[src/rtl/lcd_pkg.sv]
`default_nettype none
// ============================================================================
//  Package   : lcd_pkg
//  Purpose   : Shared types and constants for the HD44780-style LCD
//              write controller (lcd_ctrl): FSM state encoding, phase
//              counter width, power-up init command table and the opcodes
//              that need the long execution wait.
//  Revision  : 1.0 - initial release
// ============================================================================
package lcd_pkg;

   // Controller states. PWRUP and INIT are only reachable when the
   // LCD_INIT_EN build option is enabled.
   typedef enum logic [2:0] {
      ST_PWRUP = 3'd0,
      ST_INIT  = 3'd1,
      ST_IDLE  = 3'd2,
      ST_SETUP = 3'd3,
      ST_PULSE = 3'd4,
      ST_HOLD  = 3'd5,
      ST_WAIT  = 3'd6
   } lcd_state_t;

   // Width of the shared phase counter; every timing parameter must fit.
   localparam int unsigned CNT_W = 20;

   // Power-up initialisation: function set (8-bit, 2 lines), display on,
   // clear, entry mode increment. Entry [0] is issued first.
   localparam int unsigned INIT_LEN = 4;
   localparam logic [INIT_LEN-1:0][7:0] INIT_CMDS = {8'h06, 8'h01, 8'h0C, 8'h38};

   // Instructions that need the long execution wait.
   localparam logic [7:0] CMD_CLEAR = 8'h01;
   localparam logic [7:0] CMD_HOME  = 8'h02;   // 0x03 is also "return home"

   // True for clear display and return home (bit 0 of home is don't-care).
   function automatic logic is_long_cmd(input logic rs, input logic [7:0] data);
      return !rs && ((data == CMD_CLEAR) || ((data & ~8'h01) == CMD_HOME));
   endfunction

endpackage : lcd_pkg
`default_nettype wire

[src/rtl/lcd_ctrl.sv]
`default_nettype none
// ============================================================================
//  Module    : lcd_ctrl
//  Purpose   : Write-only controller for an HD44780-style character LCD.
//              Accepts one instruction/data byte per valid/ready handshake
//              and sequences RS/DB setup, the E strobe, hold time and the
//              command execution wait using one shared 20-bit down-counter.
//  Options   : `define LCD_INIT_EN to add the power-up delay and the
//              hardware init sequence (0x38, 0x0C, 0x01, 0x06). Without it
//              the controller comes out of reset ready and software is
//              responsible for initialising the panel.
//  Revision  : 1.0 - initial release
// ============================================================================
module lcd_ctrl
   import lcd_pkg::*;
#(
   parameter int unsigned SETUP_CYC     = 2,
   parameter int unsigned EN_CYC        = 12,
   parameter int unsigned HOLD_CYC      = 2,
   parameter int unsigned EXEC_CYC      = 2000,
   parameter int unsigned LONG_EXEC_CYC = 82000,
   parameter int unsigned PWRUP_CYC     = 750000
) (
   input  logic       i_clk,
   input  logic       i_reset,
   input  logic       i_cmd_valid,
   input  logic       i_cmd_rs,
   input  logic [7:0] i_cmd_data,
   input  logic       i_lcd_on,
   output logic       o_cmd_ready,
   output logic [7:0] o_lcd_data,
   output logic       o_lcd_rs,
   output logic       o_lcd_rw,
   output logic       o_lcd_en,
   output logic       o_lcd_on
);

   // Zero-length phases would never leave their state, and anything
   // wider than the counter would silently truncate.
   if ((SETUP_CYC == 0) || (EN_CYC == 0) || (HOLD_CYC == 0) ||
       (EXEC_CYC == 0) || (LONG_EXEC_CYC == 0) || (PWRUP_CYC == 0) ||
       (SETUP_CYC >= 2**CNT_W) || (EN_CYC >= 2**CNT_W) ||
       (HOLD_CYC >= 2**CNT_W) || (EXEC_CYC >= 2**CNT_W) ||
       (LONG_EXEC_CYC >= 2**CNT_W) || (PWRUP_CYC >= 2**CNT_W)) begin : g_param_check
      $error("lcd_ctrl: every timing parameter must lie in 1 .. 2**20-1");
   end

`ifdef LCD_INIT_EN
   localparam lcd_state_t RESET_STATE = ST_PWRUP;
`else
   localparam lcd_state_t RESET_STATE = ST_IDLE;
`endif

   lcd_state_t       state_q, state_d;
   logic [CNT_W-1:0] cnt_q, cnt_d;
   logic             rs_q, rs_d;
   logic [7:0]       data_q, data_d;
   logic             lcd_on_q, lcd_on_d;

   // Where the FSM goes once a command's execution wait has elapsed.
   lcd_state_t       done_state;
   // Counter load for the WAIT phase (see note in the next-state logic).
   logic [CNT_W-1:0] wait_load;
   logic             cnt_last;

`ifdef LCD_INIT_EN
   // Index of the next init-table entry; INIT_LEN means the table is done.
   logic [2:0]       init_idx_q, init_idx_d;
`endif

   // Next-state, phase counter and byte latch.
   always_comb begin
      state_d  = state_q;
      cnt_d    = cnt_q;
      rs_d     = rs_q;
      data_d   = data_q;
      lcd_on_d = i_lcd_on;
`ifdef LCD_INIT_EN
      init_idx_d = init_idx_q;
      done_state = (init_idx_q == 3'(INIT_LEN)) ? ST_IDLE : ST_INIT;
`else
      done_state = ST_IDLE;
`endif
      // The single IDLE cycle in which the next byte is taken counts as
      // the last cycle of the execution wait, so WAIT itself runs one
      // cycle short. That makes accept-to-accept spacing exactly
      // SETUP+EN+HOLD+exec when the host streams bytes back to back.
      wait_load = is_long_cmd(rs_q, data_q) ? CNT_W'(LONG_EXEC_CYC - 1)
                                            : CNT_W'(EXEC_CYC - 1);
      cnt_last  = (cnt_q == CNT_W'(1));

      case (state_q)
         ST_IDLE: begin
            if (i_cmd_valid) begin
               rs_d    = i_cmd_rs;
               data_d  = i_cmd_data;
               cnt_d   = CNT_W'(SETUP_CYC);
               state_d = ST_SETUP;
            end
         end

         ST_SETUP: begin
            if (cnt_last) begin
               cnt_d   = CNT_W'(EN_CYC);
               state_d = ST_PULSE;
            end else begin
               cnt_d = cnt_q - CNT_W'(1);
            end
         end

         ST_PULSE: begin
            if (cnt_last) begin
               cnt_d   = CNT_W'(HOLD_CYC);
               state_d = ST_HOLD;
            end else begin
               cnt_d = cnt_q - CNT_W'(1);
            end
         end

         ST_HOLD: begin
            if (cnt_last) begin
               if (wait_load == '0) begin
                  // A one-cycle execution time is covered by IDLE alone.
                  cnt_d   = '0;
                  state_d = done_state;
               end else begin
                  cnt_d   = wait_load;
                  state_d = ST_WAIT;
               end
            end else begin
               cnt_d = cnt_q - CNT_W'(1);
            end
         end

         ST_WAIT: begin
            if (cnt_last) begin
               cnt_d   = '0;
               state_d = done_state;
            end else begin
               cnt_d = cnt_q - CNT_W'(1);
            end
         end

`ifdef LCD_INIT_EN
         // Reset leaves the counter at zero, so the power-up delay counts
         // up from there instead of needing a load cycle.
         ST_PWRUP: begin
            if (cnt_q == CNT_W'(PWRUP_CYC - 1)) begin
               cnt_d   = '0;
               state_d = ST_INIT;
            end else begin
               cnt_d = cnt_q + CNT_W'(1);
            end
         end

         // Latch the next table entry as an instruction and send it through
         // the normal SETUP..WAIT sequence.
         ST_INIT: begin
            rs_d       = 1'b0;
            data_d     = INIT_CMDS[init_idx_q[1:0]];
            init_idx_d = init_idx_q + 3'd1;
            cnt_d      = CNT_W'(SETUP_CYC);
            state_d    = ST_SETUP;
         end
`endif

         default: begin
            cnt_d   = '0;
            state_d = ST_IDLE;
         end
      endcase
   end

   // Controller state, counter and latched byte; reset aborts any transfer.
   always_ff @(posedge i_clk or negedge i_reset) begin
      if (!i_reset) begin
         state_q <= RESET_STATE;
         cnt_q   <= '0;
         rs_q    <= 1'b0;
         data_q  <= 8'h00;
      end else begin
         state_q <= state_d;
         cnt_q   <= cnt_d;
         rs_q    <= rs_d;
         data_q  <= data_d;
      end
   end

`ifdef LCD_INIT_EN
   // Init-table position, restarted by every reset.
   always_ff @(posedge i_clk or negedge i_reset) begin
      if (!i_reset) begin
         init_idx_q <= 3'd0;
      end else begin
         init_idx_q <= init_idx_d;
      end
   end
`endif

   // Panel power request is registered independently of the FSM.
   always_ff @(posedge i_clk or negedge i_reset) begin
      if (!i_reset) begin
         lcd_on_q <= 1'b0;
      end else begin
         lcd_on_q <= lcd_on_d;
      end
   end

   // E is a pure state decode, so reset drops it asynchronously.
   assign o_cmd_ready = (state_q == ST_IDLE);
   assign o_lcd_en    = (state_q == ST_PULSE);
   assign o_lcd_rs    = rs_q;
   assign o_lcd_data  = data_q;
   assign o_lcd_rw    = 1'b0;
   assign o_lcd_on    = lcd_on_q;

endmodule : lcd_ctrl
`default_nettype wire

[config.mk]
export PLATFORM = sky130hd
export DESIGN_NAME = lcd_ctrl
export DESIGN_NICKNAME = d
export VERILOG_FILES = /design/src/rtl/lcd_pkg.sv /design/src/rtl/lcd_ctrl.sv
export SDC_FILE = /design/constraint.sdc
export NUM_CORES = 1
export LEC_CHECK = 0
export ABC_AREA = 1
export CAP_MARGIN = 10
export CELL_PAD_IN_SITES_DETAIL_PLACEMENT = 1
export CELL_PAD_IN_SITES_GLOBAL_PLACEMENT = 1
export CORE_ASPECT_RATIO = 0.9
export CORE_MARGIN = 1
export CORE_UTILIZATION = 37
export DETAILED_ROUTE_END_ITERATION = 7
export PLACE_DENSITY_LB_ADDON = 0.1
export SLEW_MARGIN = 20
export SYNTH_ARGS = -nofsm -noshare
export SYNTH_HDL_FRONTEND = slang
export SYNTH_SLANG_ARGS = --single-unit
[constraint.sdc]
create_clock -name i_clk -period 1.4 [get_ports i_clk]
set_input_delay 0.21 -clock i_clk [delete_from_list [all_inputs] [get_ports i_clk]]
set_output_delay 0.21 -clock i_clk [all_outputs]
set_load 0.01 [all_outputs]
# Word level (Yosys, flattened, before mapping)
# Cells that the tools add are included.
dict set report word_totals {
  reg_bits 33
  inputBits 13
  output_inout_bits 13
  wordCells 40
}
dict set report classes {
  n_addsub 1
  eq_ne 13
  muxes 15
  reduce_logical 6
}
# op n
set ops {}
lappend ops {{two-way mux 20 bit} 5}
lappend ops {{one-hot mux 20 bit (5 select lines)} 1}
lappend ops {{two-way mux 17 bit} 2}
lappend ops {{== test 20 x 1 -> 1 bit (second input constant)} 1}
lappend ops {{zero test 20 bit} 1}
lappend ops {{subtractor 20 x 1 -> 20 bit (second input constant)} 1}
lappend ops {{two-way mux 3 bit} 6}
lappend ops {{one-hot mux 3 bit (5 select lines)} 1}
lappend ops {{== test 3 bit (second input constant)} 3}
lappend ops {{== test 8 x 1 -> 1 bit (second input constant)} 1}
lappend ops {{!= test 2 bit (second input constant)} 4}
lappend ops {{== test 7 x 1 -> 1 bit (second input constant)} 1}
lappend ops {{== test 3 x 2 -> 1 bit (second input constant)} 2}
lappend ops {{AND reduction 5 bit} 1}
lappend ops {{!= test 2 x 1 -> 1 bit (second input constant)} 1}
lappend ops {{AND reduction 2 bit} 1}
lappend ops {{logical AND 1 bit} 1}
lappend ops {{zero test 1 bit} 1}
lappend ops {{logical OR 1 bit} 1}

# Depth between registers and ports, before layout
# Gate-level depths: netlist of run 1.
dict set report depth {
  ltp_word 8
  mapped_depth 11
  depth_no_buf 11
}

# Least setup slack after synthesis of run 1
# OpenSTA, ideal clock, no wires.
dict set report synth_timing {
  path_kind {register -> register}
  from {reg state_q[1]}
  to {reg data_q[3], in the netlist o_lcd_data[3]}
  setup_ps 125
  t_arrival_ps 1324
  required_time_ps 1275
  path_slack_ps -49
  stages_incl_launch_ff 6
  n_path_buf 1
  synth_period_minus_slack_ps 1449
  path_cell_list {dfstp_2 > nand2_2 > nor2_4 > nand2_1 > buf_2 > mux2_4}
}
dict set report synth_between {
  elab_chain_cells 2
}
# item line
set synth_rtl {}
lappend synth_rtl {{start, declared} lcd_ctrl.sv:54} ;# lcd_state_t state_q, state_d;
lappend synth_rtl {{start signal, assigned} lcd_ctrl.sv:182} ;# state_q <= state_d;
lappend synth_rtl {{== test 3 x 2 -> 1 bit} n/a}
lappend synth_rtl {{via o_cmd_ready} lcd_ctrl.sv:30} ;# output logic o_cmd_ready,
lappend synth_rtl {{AND reduction 2 bit (no source line)} n/a}
lappend synth_rtl {{end signal, assigned} lcd_ctrl.sv:185} ;# data_q <= data_d;
lappend synth_rtl {{end, declared} lcd_ctrl.sv:57} ;# logic [7:0] data_q, data_d;
# The timed path passes the listed nets, and every way through them passes these cells.
# A chain may end at the register's enable or synchronous reset.

# Worst setup path in the final report of run 1
dict set report layout_timing {
  from {reg cnt_q[3]}
  to {reg state_q[0]}
}
dict set report layout_between {
  elab_chain_cells 3
  elab_cells_between_ends 6
  classes_between {eq/ne (5); reduce/logical (1)}
}
# item line
set layout_rtl {}
lappend layout_rtl {{start, declared} lcd_ctrl.sv:55} ;# logic [CNT_W-1:0] cnt_q, cnt_d;
lappend layout_rtl {{start signal, assigned} lcd_ctrl.sv:183} ;# cnt_q <= cnt_d;
lappend layout_rtl {{== test 20 x 1 -> 1 bit *} lcd_ctrl.sv:90} ;# cnt_last = (cnt_q == CNT_W'(1));
lappend layout_rtl {{!= test 2 bit (no source line) / != test 2 x 1 -> 1 bit (equally long branches)} n/a}
lappend layout_rtl {{AND reduction 5 bit (no source line) *} n/a}
# Mark *: on every way between the ends. The rest lies on a longest branch, timed or not.

==> qor.tcl, run 1 <==
set qor(hold_ws_ns) 0.278
set qor(synth_area_um2) 2030
set qor(placementRows) 25
set qor(clock-root-buffer) {sky130_fd_sc_hd__clkbuf_8}
set qor(worst_setup_path_end_kind) {flop}
set qor(postSynth.topFlopCell) {sky130_fd_sc_hd__dfrtp_1}
set qor(rsz0062_at_grt) {true}
set qor(setup-violations-final) 34
set qor(yosys.area.top_type) {sky130_fd_sc_hd__dfrtp_1}
set qor(post-route-cell-area_um2) 3460
set qor(syn_area_per_cell_um2) 7.82
set qor(final.min_clock_period_ns) 1.72
set qor(pre_cts_worst_setup_slack_ns) -0.243
set qor(max-cap-violations) 0
set qor(avgViaCountPerCell) 5.27
set qor(detail_route.wirelength_um) 9450
set qor(critical_path_peak_fanout) 9
set qor(clk_latency_ns) 0.30
set qor(synth_cell_type_count) 33
set qor(tns_ns) -5.17
set qor(place_hpwl_um) 4600
set qor(synthCells) 260
set qor(gr-total-overflow) 0
set qor(failed_checks) {setup timing}
set qor(grt_pass1_vias) 2316
set qor(yosys_warnings) 0
set qor(die_area_um2) 5800
set qor(wire_per_inst_um) 21.9
set qor(clk_pin_slew_worst_paths_ns) 0.08
set qor(antenna_found_initial) 0
set qor(period_share_pct) 123
set qor(finish.net_count) 378
set qor(gpl.final_weighted_congestion) 0.827
set qor(die_x_um) 80.1
set qor(net_count_after_synthesis) 275
set qor(yosysSeqAreaShare_pct) 40.7
set qor(cts.sink_count) 33
set qor(boundaryPins) 26
set qor(synth_edf_count) 0
set qor(clockBufferDepth) 2
set qor(grt_use_total_pct) 27.2
set qor(fin_ws_ns) -0.320
set qor(io_buffer_count) 24
set qor(most_used_standard_cell_by_instance_count_after_synthesis) {sky130_fd_sc_hd__nand2_1}
set qor(netlist.area_leader.share_pct) 39.4
set qor(worst-r2r-cell-count) 9
set qor(critPathArrivalTime_ns) 1.91
set qor(drive_gt1_share_pct) 54.1
set qor(critPathKind) {flop to flop}
set qor(fmax_mhz) 581
set qor(cp-start-kind) {flop}
set qor(result_of_the_run) {complete, but fails checks}
set qor(hold_path.class) {primary input to async pin}
set qor(postSynth.asyncResetShare_pct) 100
set qor(yosys-top-cells-count) {sky130_fd_sc_hd__nand2_1, sky130_fd_sc_hd__nor2_1, sky130_fd_sc_hd__dfrtp_1}
set qor(cts-htree-levels) 2
set qor(post_synth_main_area_contributors) {sky130_fd_sc_hd__dfrtp_1, sky130_fd_sc_hd__nand2_1, sky130_fd_sc_hd__nor2_1, sky130_fd_sc_hd__inv_1, sky130_fd_sc_hd__xor2_1}
set qor(placed_cell_area_um2) 2710
set qor(dr.pass1.iters) 4
set qor(drc) 0
set qor(antennaDiodeCount) 0
set qor(cts_inserted_buffers) 5
set qor(cts-hold-fix-buffers) 0
set qor(chipHeight_um) 72.3
set qor(detailedRoute.firstIterationViolations) 147
set qor(fin_total_pwr_w) 0.00966
set qor(fin_clk_skew_ns) 0.0175
set qor(standby_leakage_power_nw) 1.70
set qor(grt_pass1_wl_um) 11600
set qor(final-max-slew-violation-count) 0
set qor(starting_density_of_the_core_pct) 38.5
set qor(vdd_ir_drop_max_v) 0.00190
set qor(cp_data_required_time_ns) 1.59
set qor(signed_area_change_from_the_synthesized_netlist_to_the_final_layout_pct) 70.2
set qor(p_per_area_nw_per_um2) 2790
set qor(route.antenna.remaining_nets) 0
set qor(synth-seq-cells) 33
set qor(detailroute.via_count) 2270
set qor(timing_hold_violations_final) 0
set qor(tritoncts) {done}
set qor(coreArea_um2) 5290
set qor(grt_max_degree) 34
## what timing repair did
item,CTS,global route
pin swaps,29,41
gates resized for setup,73,74
setup buffers,21,8
setup endpoints to repair,39,35
## layer usage
metal  routed length (um)  up-vias  GRT usage [%]
met2                 4910       68           48.1
met5                    0        -              0
met4                  488        0           9.52
met1                 3720     1154           33.3
met3                  334       42           4.78
li1                     -     1006              -
## report_power, final
group	switching (W)	leakage [nW]	internal (W)
Sequential	0.000395	0.415	0.00133
Clock	0.000396	0.0422	0.000350
Combinational	0.00417	1.24	0.00302
Total	0.00496	1.70	0.00470
## stage by stage
step	instances	utilization (%)
6_report	431	65.5
5_1_grt	431	65.5
4_1_cts	423	59.1
3_5_place_dp	394	51.2
3_3_place_gp	394	51.2
2_1_floorplan	260	-
## layout make-up
type / instances / area [um^2]
inverters: 32 / 138
multi-input cells: 193 / 1470
well taps: 67 / 83.8
repair buffers: 98 / 853
fillers: 594 / 1830
flip-flops and latches: 33 / 832
clock buffers: 7 / 76.3
clock inverters: 1 / 5.00
## final timing paths
check | start | endpoint | slack, ns
setup / recovery | cnt_q[3] | state_q[0] | -0.32
hold / removal | i_reset | o_lcd_data[4] | 0.28
setup reg to reg | cnt_q[3] | state_q[0] | -0.32
hold reg to reg | o_lcd_data[7] | o_lcd_data[7] | 0.55
max in group asynchronous | i_reset | state_q[1] | 0.87
min in group i_clk | i_lcd_on | o_lcd_on | 0.36
## registers in the layout, summed over array words and instances (netlist names)
| register | count |
|---|---|
| cnt_q | 20 |
| o_lcd_data | 8 |
| o_lcd_on | 1 |
| o_lcd_rs | 1 |
| state_q | 3 |
## worst max-delay path, stage by stage (launching register included)
cell                      delay [ns]
sky130_fd_sc_hd__dfrtp_1        0.45
sky130_fd_sc_hd__nor2_4         0.23
sky130_fd_sc_hd__nand2_2        0.09
sky130_fd_sc_hd__nor2_4         0.15
sky130_fd_sc_hd__nand3_4        0.13
sky130_fd_sc_hd__nand2_4        0.14
sky130_fd_sc_hd__nand2_8        0.09
sky130_fd_sc_hd__inv_8          0.11
sky130_fd_sc_hd__nand2_1        0.06
sky130_fd_sc_hd__o21ai_1        0.15
## cell families (layout without fill, tap and decap cells)
| family | count (synthesis) | count (layout) | share of synthesized area [%] |
|---|---|---|---|
| AND/OR/NAND/NOR | 155 | 155 | 36.9 |
| buffers and inverters | 34 | 138 | 6.65 |
| flip-flops | 33 | 33 | 40.7 |
| AO/OA/AOI/OAI | 16 | 16 | 4.68 |
| XOR/XNOR | 13 | 13 | 5.60 |
| multiplexers | 6 | 6 | 4.06 |
| adder cells (fa/ha/maj) | 2 | 2 | 1.23 |
| other | 1 | 1 | 0.184 |
## cell usage in the layout (no fill, tap or decap), drive strengths merged
cell / instances
conb: 1
clkdlybuf4s50: 13
dfstp: 1
xnor2: 2
o22ai: 1
xor2: 11
dfrtp: 32
nor3b: 1
dlymetal6s2s: 1
nand3: 14
clkbuf: 7
a21oi: 4
nor3: 3
ha: 2
mux2: 6
clkinv: 1
dlygate4sd2: 8
nand2: 82
nand4: 2
o211ai: 1
buf: 76
inv: 32
nor2: 53
o21ai: 10
Power figures use the tool's default switching activity.
==> run 2: changes to the inputs <==
--- a/config.mk
+++ b/config.mk
@@ -13,6 +13,7 @@
 export CORE_MARGIN = 1
 export CORE_UTILIZATION = 37
 export DETAILED_ROUTE_END_ITERATION = 7
+export HOLD_SLACK_MARGIN = 0.03
 export PLACE_DENSITY_LB_ADDON = 0.1
 export SLEW_MARGIN = 20
 export SYNTH_ARGS = -nofsm -noshare
==> results of run 2 <==
No change in the layout: final DEF, timing and power equal those of run 1.
